==> src/rtl/vecmat_collect.sv <==
// Collects delayed adder-tree sums for one row, packs them into buffer words and writes them out.
// Optional: define VECMAT_COLLECT_RELU_EN to clamp negative sums to zero before packing.
module vecmat_collect #(
    parameter int DATA_WIDTH    = 16,
    parameter int WORDS_PER_LOC = 4,
    parameter int NUM_RESULTS   = 32,
    parameter int ADDR_WIDTH    = 4,
    parameter int ADD_LATENCY   = 2
) (
    input  logic                                clk,
    input  logic                                reset,
    input  logic                                start,
    input  logic [ADDR_WIDTH-1:0]               base_addr,
    input  logic                                in_valid,
    input  logic [DATA_WIDTH-1:0]               sum_in,
    output logic                                wr_en,
    output logic [ADDR_WIDTH-1:0]               wr_addr,
    output logic [DATA_WIDTH*WORDS_PER_LOC-1:0] wr_data,
    output logic                                busy,
    output logic                                done
);

    localparam int LW = (WORDS_PER_LOC > 1) ? $clog2(WORDS_PER_LOC) : 1;
    localparam int RW = $clog2(NUM_RESULTS + 1);
    localparam int PW = DATA_WIDTH * WORDS_PER_LOC;
    localparam logic [LW-1:0] LANE_LAST = LW'(WORDS_PER_LOC - 1);
    localparam logic [RW-1:0] RES_LAST  = RW'(NUM_RESULTS - 1);
    localparam logic [RW-1:0] RES_MAX   = RW'(NUM_RESULTS);

    typedef enum logic [1:0] {
        ST_IDLE    = 2'd0,
        ST_COLLECT = 2'd1,
        ST_DONE    = 2'd2
    } state_t;

    state_t                 state_q, state_d;
    logic [ADD_LATENCY-1:0] vsr_q, vsr_d;
    logic [PW-1:0]          lane_q, lane_d;
    logic [LW-1:0]          lane_cnt_q, lane_cnt_d;
    logic [RW-1:0]          res_cnt_q, res_cnt_d;
    logic [ADDR_WIDTH-1:0]  addr_q, addr_d;
    logic                   wr_en_q, wr_en_d;
    logic [ADDR_WIDTH-1:0]  wr_addr_q, wr_addr_d;
    logic [PW-1:0]          wr_data_q, wr_data_d;
    logic [PW-1:0]          pack_s;
    logic                   v_d_s;

    function automatic logic [DATA_WIDTH-1:0] relu_f(input logic [DATA_WIDTH-1:0] s);
`ifdef VECMAT_COLLECT_RELU_EN
        if (s[DATA_WIDTH-1]) begin
            return {DATA_WIDTH{1'b0}};
        end else begin
            return s;
        end
`else
        return s;
`endif
    endfunction

    assign v_d_s = vsr_q[ADD_LATENCY-1];

    // State and datapath registers.
    always_ff @(posedge clk) begin
        if (reset) begin
            state_q    <= ST_IDLE;
            vsr_q      <= {ADD_LATENCY{1'b0}};
            lane_q     <= {PW{1'b0}};
            lane_cnt_q <= {LW{1'b0}};
            res_cnt_q  <= {RW{1'b0}};
            addr_q     <= {ADDR_WIDTH{1'b0}};
            wr_en_q    <= 1'b0;
            wr_addr_q  <= {ADDR_WIDTH{1'b0}};
            wr_data_q  <= {PW{1'b0}};
        end else begin
            state_q    <= state_d;
            vsr_q      <= vsr_d;
            lane_q     <= lane_d;
            lane_cnt_q <= lane_cnt_d;
            res_cnt_q  <= res_cnt_d;
            addr_q     <= addr_d;
            wr_en_q    <= wr_en_d;
            wr_addr_q  <= wr_addr_d;
            wr_data_q  <= wr_data_d;
        end
    end

    // Next-state logic: DONE follows the write carrying the last sum of the row.
    always_comb begin
        state_d = state_q;
        case (state_q)
            ST_IDLE: begin
                if (start) begin
                    state_d = ST_COLLECT;
                end else begin
                    state_d = ST_IDLE;
                end
            end
            ST_COLLECT: begin
                if (wr_en_q && (res_cnt_q == RES_MAX)) begin
                    state_d = ST_DONE;
                end else begin
                    state_d = ST_COLLECT;
                end
            end
            ST_DONE: state_d = ST_IDLE;
            default: state_d = ST_IDLE;
        endcase
    end

    // Status outputs decoded from the state register.
    always_comb begin
        busy = 1'b0;
        done = 1'b0;
        case (state_q)
            ST_COLLECT: busy = 1'b1;
            ST_DONE:    done = 1'b1;
            default: begin
                busy = 1'b0;
                done = 1'b0;
            end
        endcase
    end

    // Lane packing: the incoming sum is merged into the lane selected by lane_cnt_q.
    always_comb begin
        pack_s = lane_q;
        for (int i = 0; i < WORDS_PER_LOC; i++) begin
            if (lane_cnt_q == i[LW-1:0]) begin
                pack_s[i*DATA_WIDTH +: DATA_WIDTH] = relu_f(sum_in);
            end else begin
                pack_s[i*DATA_WIDTH +: DATA_WIDTH] = lane_q[i*DATA_WIDTH +: DATA_WIDTH];
            end
        end
    end

    // Capture, write-out and address sequencing.
    always_comb begin
        vsr_d      = vsr_q << 1;
        vsr_d[0]   = in_valid && (state_q == ST_COLLECT);
        lane_d     = lane_q;
        lane_cnt_d = lane_cnt_q;
        res_cnt_d  = res_cnt_q;
        addr_d     = addr_q;
        wr_en_d    = 1'b0;
        wr_addr_d  = wr_addr_q;
        wr_data_d  = wr_data_q;
        if ((state_q == ST_IDLE) && start) begin
            // Drop valids still travelling from the previous row.
            vsr_d      = {ADD_LATENCY{1'b0}};
            addr_d     = base_addr;
            lane_d     = {PW{1'b0}};
            lane_cnt_d = {LW{1'b0}};
            res_cnt_d  = {RW{1'b0}};
        end else if ((state_q == ST_COLLECT) && v_d_s && (res_cnt_q < RES_MAX)) begin
            res_cnt_d = res_cnt_q + 1'b1;
            if ((lane_cnt_q == LANE_LAST) || (res_cnt_q == RES_LAST)) begin
                wr_en_d    = 1'b1;
                wr_addr_d  = addr_q;
                wr_data_d  = pack_s;
                addr_d     = addr_q + 1'b1;
                lane_d     = {PW{1'b0}};
                lane_cnt_d = {LW{1'b0}};
            end else begin
                lane_d     = pack_s;
                lane_cnt_d = lane_cnt_q + 1'b1;
            end
        end else begin
            lane_d = lane_q;
        end
    end

    assign wr_en   = wr_en_q;
    assign wr_addr = wr_addr_q;
    assign wr_data = wr_data_q;

endmodule

==> config.mk <==
export PLATFORM = sky130hd
export DESIGN_NAME = vecmat_collect
export DESIGN_NICKNAME = d
export VERILOG_FILES = /design/src/rtl/vecmat_collect.sv
export SDC_FILE = /design/constraint.sdc
export NUM_CORES = 1
export LEC_CHECK = 0
export BUFFER_PORTS_ARGS = -buffer_cell sky130_fd_sc_hd__buf_4
export CORE_MARGIN = 2
export CORE_UTILIZATION = 45
export DETAILED_ROUTE_END_ITERATION = 10
export MAX_ROUTING_LAYER = met4
export PLACE_DENSITY = 0.66
export SYNTH_ARGS = -nofsm -noshare
export SYNTH_HDL_FRONTEND = slang
export SYNTH_SLANG_ARGS = --single-unit
==> constraint.sdc <==
create_clock -name clk -period 1.89 [get_ports clk]
set_input_delay 0.0945 -clock clk [delete_from_list [all_inputs] [get_ports clk]]
set_output_delay 0.0945 -clock clk [all_outputs]
set_load 0.01 [all_outputs]
==> impl_summary.log <==
INFO  metric status = complete, no violations
INFO  metric antenna_cells = 0
INFO  metric post-route-min-period = 1.71 ns
INFO  metric dp_cells = 887
INFO  metric critical_path_endpoint = wr_data[19]
INFO  metric cp-end-kind = flop
INFO  metric cts.root.buffer_cell = clkbuf_16
INFO  metric die_area = 14800 µm²
INFO  metric hold_ws = ~0.018 ns
INFO  metric floorplan.io_pins = between 90 and 100
INFO  metric layout.cells.most_common_list = dfxtp_1 (148), nand2_1 (114), buf_4 (106)
INFO  metric worst_hold_path_type = in -> reg
INFO  metric worstPathMaxFanout = 48
INFO  metric detail_route.drc_violations = 0
INFO  metric route.detailed.wl_per_inst = 15.9 µm
INFO  metric drt_iter0_drc = approximately 340
INFO  metric synth-edff-count = 0
INFO  metric synth_sequential_area_ratio = approximately 48%
INFO  metric first_global_vias = roughly 4600
INFO  metric fp-row-count = 43
INFO  metric start_kind = flop
INFO  metric synth_top_area_cell = dfxtp_1
INFO  metric netlist-cell-type-count = 38
INFO  metric holdCritStartpoint = sum_in[8]
INFO  metric crit_required = 2.22 ns
INFO  metric clockBufferDepth = 2
INFO  metric yosysWarnings = 0
INFO  metric wl = around 15 mm
INFO  metric tightestPinTransition = 0.546 ns
INFO  metric floorplan.initialDensity = a little under half
INFO  metric tritoncts = built
INFO  metric drtPass1Iterations = 4
INFO  metric period_share = ~90%
INFO  metric cts.sinks = approximately 150
INFO  metric placedInstanceArea = 7080 µm²
INFO  metric global_route.usage.total = ~21%
INFO  metric reg2reg_slack = roughly 0.18 ns
INFO  metric synthesis.instances = ~650
INFO  metric final_layout_size_suffix_gt1_share = between 20% and 30%
INFO  metric path_class = reg -> reg
INFO  metric timing.final.setup_violations = 0
INFO  metric rsz0062_at_grt = false
INFO  metric finalClockSkew = 0.00512 ns
INFO  metric area_growth = 25.3%
INFO  metric fin_setup_tns = 0 ns
INFO  metric slew_violations = 0
INFO  metric cap_violations = 0
INFO  metric layout.cell_area.non_filler = 7820 µm²
INFO  metric viasPerCell = ~5
INFO  metric r2r.worst_path.cells = 5
INFO  metric number_of_vias_after_detailed_routing = between 4000 and 5000
INFO  metric syn_nets = approximately 680
INFO  metric timing.slew.headroom = between 60% and 70%
INFO  metric power.density_cell_area = about 850 nW/µm²
INFO  metric reg2reg_from = res_cnt_q[5]
INFO  metric clock_insertion_delay_worst_skew = approximately 0.42 ns
INFO  metric power.static_leakage = about 0.0028 µW
INFO  metric grt_pass1_wl = about 24 mm
INFO  metric synth_seq_cells = around 150
INFO  metric buffer_ports.inserted = 94
INFO  metric register_area = 2980 µm²
INFO  metric filler_cells = about 1200
INFO  metric yosys_most_used_dff = dfxtp_1
INFO  metric vertical_die_dimension = 122 µm
INFO  metric final_cells = around 940
INFO  metric tritoncts.num_buffers = 17
INFO  metric synth.cell_area = between 6000 and 7000 µm²
INFO  metric gr-total-overflow = 0
INFO  metric clk_pin_slew = 0.06 ns
INFO  metric largest_net_degree_at_the_start_of_global_routing = 54
INFO  metric synth_async_sr_flop_share = 0%
INFO  metric largest_vdd_supply_drop = around 0.66 mV
INFO  metric antenna_found_initial = 0
INFO  metric syn-mean-instance-area = approximately 9.6 µm²
INFO  metric layout.nets = 774
INFO  metric post_synth_top_area_share = a little under half
INFO  metric core_region_area = 13700 µm²
INFO  metric multiInputGateArea = 2920 µm²
INFO  metric number_of_buffers_inserted_by_post_cts_setup_repair = 0
INFO  metric gp_congestion = 0.777
INFO  metric hpwl = 9.85 mm
INFO  metric htree_levels = 4
INFO  metric arrival_time_worst_endpoint = 2.04 ns
INFO  metric mostFrequentLayoutCell = dfxtp_1
INFO  metric achievable-frequency = just under 600 MHz
INFO  metric hold_viol_final = 0
INFO  metric netlist_top_cells_area = dfxtp_1 (48%), a211oi_2 (12%), mux2i_1 (10%)
INFO  metric pre_cts_setup_slack = approximately 0.16 ns
INFO  metric setup_ws = around 0.18 ns
INFO  metric critPathLaunch = res_cnt_q[5]
INFO  metric antenna_violating_nets_post_route = 0
INFO  metric crit-reg2reg-capture = wr_data[19]
INFO  metric die_x = around 120 µm
## report_power, final
group          internal [µW]  switching (µW)  total, µW  leakage (µW)
combinational            101             173        274       0.00135
clock                   1940            1250       3190      0.000282
sequential              3150            10.2       3160       0.00120
## how the worst min path moves through the flow
stage	endpoint	slack, ns	cells after the start
after floorplan	lane_q[10]	0.23	2
after global placement	vsr_q[0]	0.32	2
after detailed placement	vsr_q[0]	0.33	2
after CTS	lane_q[24]	0.002	3
after global routing	lane_q[40]	0.003	3
final	lane_q[24]	0.02	3
## cell type report
type                    instances  share of cell area (%)
flip-flops and latches        149                    38.1
multi-input cells             441                    37.3
repair buffers                130                    14.2
clock buffers                  23                    6.24
well taps                     180                    2.88
clock inverters                 9                   0.976
inverters                       4                   0.192
## repair_timing
item,in CTS,in global routing
endpoints found under the setup margin,0,3
hold endpoints to repair,40,0
resized for setup,0,2
hold buffers,17,0
## critical path: stages (launching register included)
cell      delay (ns)
dfxtp_1         0.34
nor4bb_4        0.37
and2_4          0.34
buf_16          0.28
nor2_1          0.08
a211oi_2        0.20
## sequential cells by signal, indices dropped and copies added, names as in the netlist, 2 cells and up
| register | flops |
|---|---|
| addr_q | 4 |
| lane_cnt_q | 2 |
| lane_q | 64 |
| res_cnt_q | 6 |
| state_q | 2 |
| vsr_q | 2 |
| wr_addr | 4 |
| wr_data | 64 |
## cell usage after synthesis, drive strengths merged (4+ instances only)
master  number
nor3         4
nand3        4
buf         29
and2         5
inv          4
clkbuf      25
mux2i       64
nor2        82
dfxtp      149
ha           7
a211oi      65
xnor2        4
and3        15
nand2      114
a21oi       58
## cells by family after synthesis
logic type,Yosys count,share of synthesized area (%)
DFF,149,47.8
xor gates and xnor gates,6,0.842
AOI/OAI and AO/OA,128,18.2
muxes,64,10.3
and+or+nand+nor,236,16.1
adders and majority gates,7,1.40
buffers and inverters,58,5.43
## routing by layer
| metal | up-vias | wire (µm) | global-route usage, % |
|---|---|---|---|
| met5 | - | 0 | - |
| met4 | 0 | 278 | 9.63 |
| met3 | 19 | 992 | 4.49 |
| met2 | 127 | 7110 | 33.5 |
| met1 | 2265 | 6540 | 26.7 |
| li1 | 2413 | - | - |
## through the flow
stage | total power [µW] | util (%)
after floorplan | 3350 | -
after global placement | 3470 | 51.6
after detailed placement | 3480 | 51.6
after CTS | 6680 | 57.0
after global routing | 6840 | 57.0
final | 6630 | 57.0
Note: power is estimated with default switching activity, not from simulation.
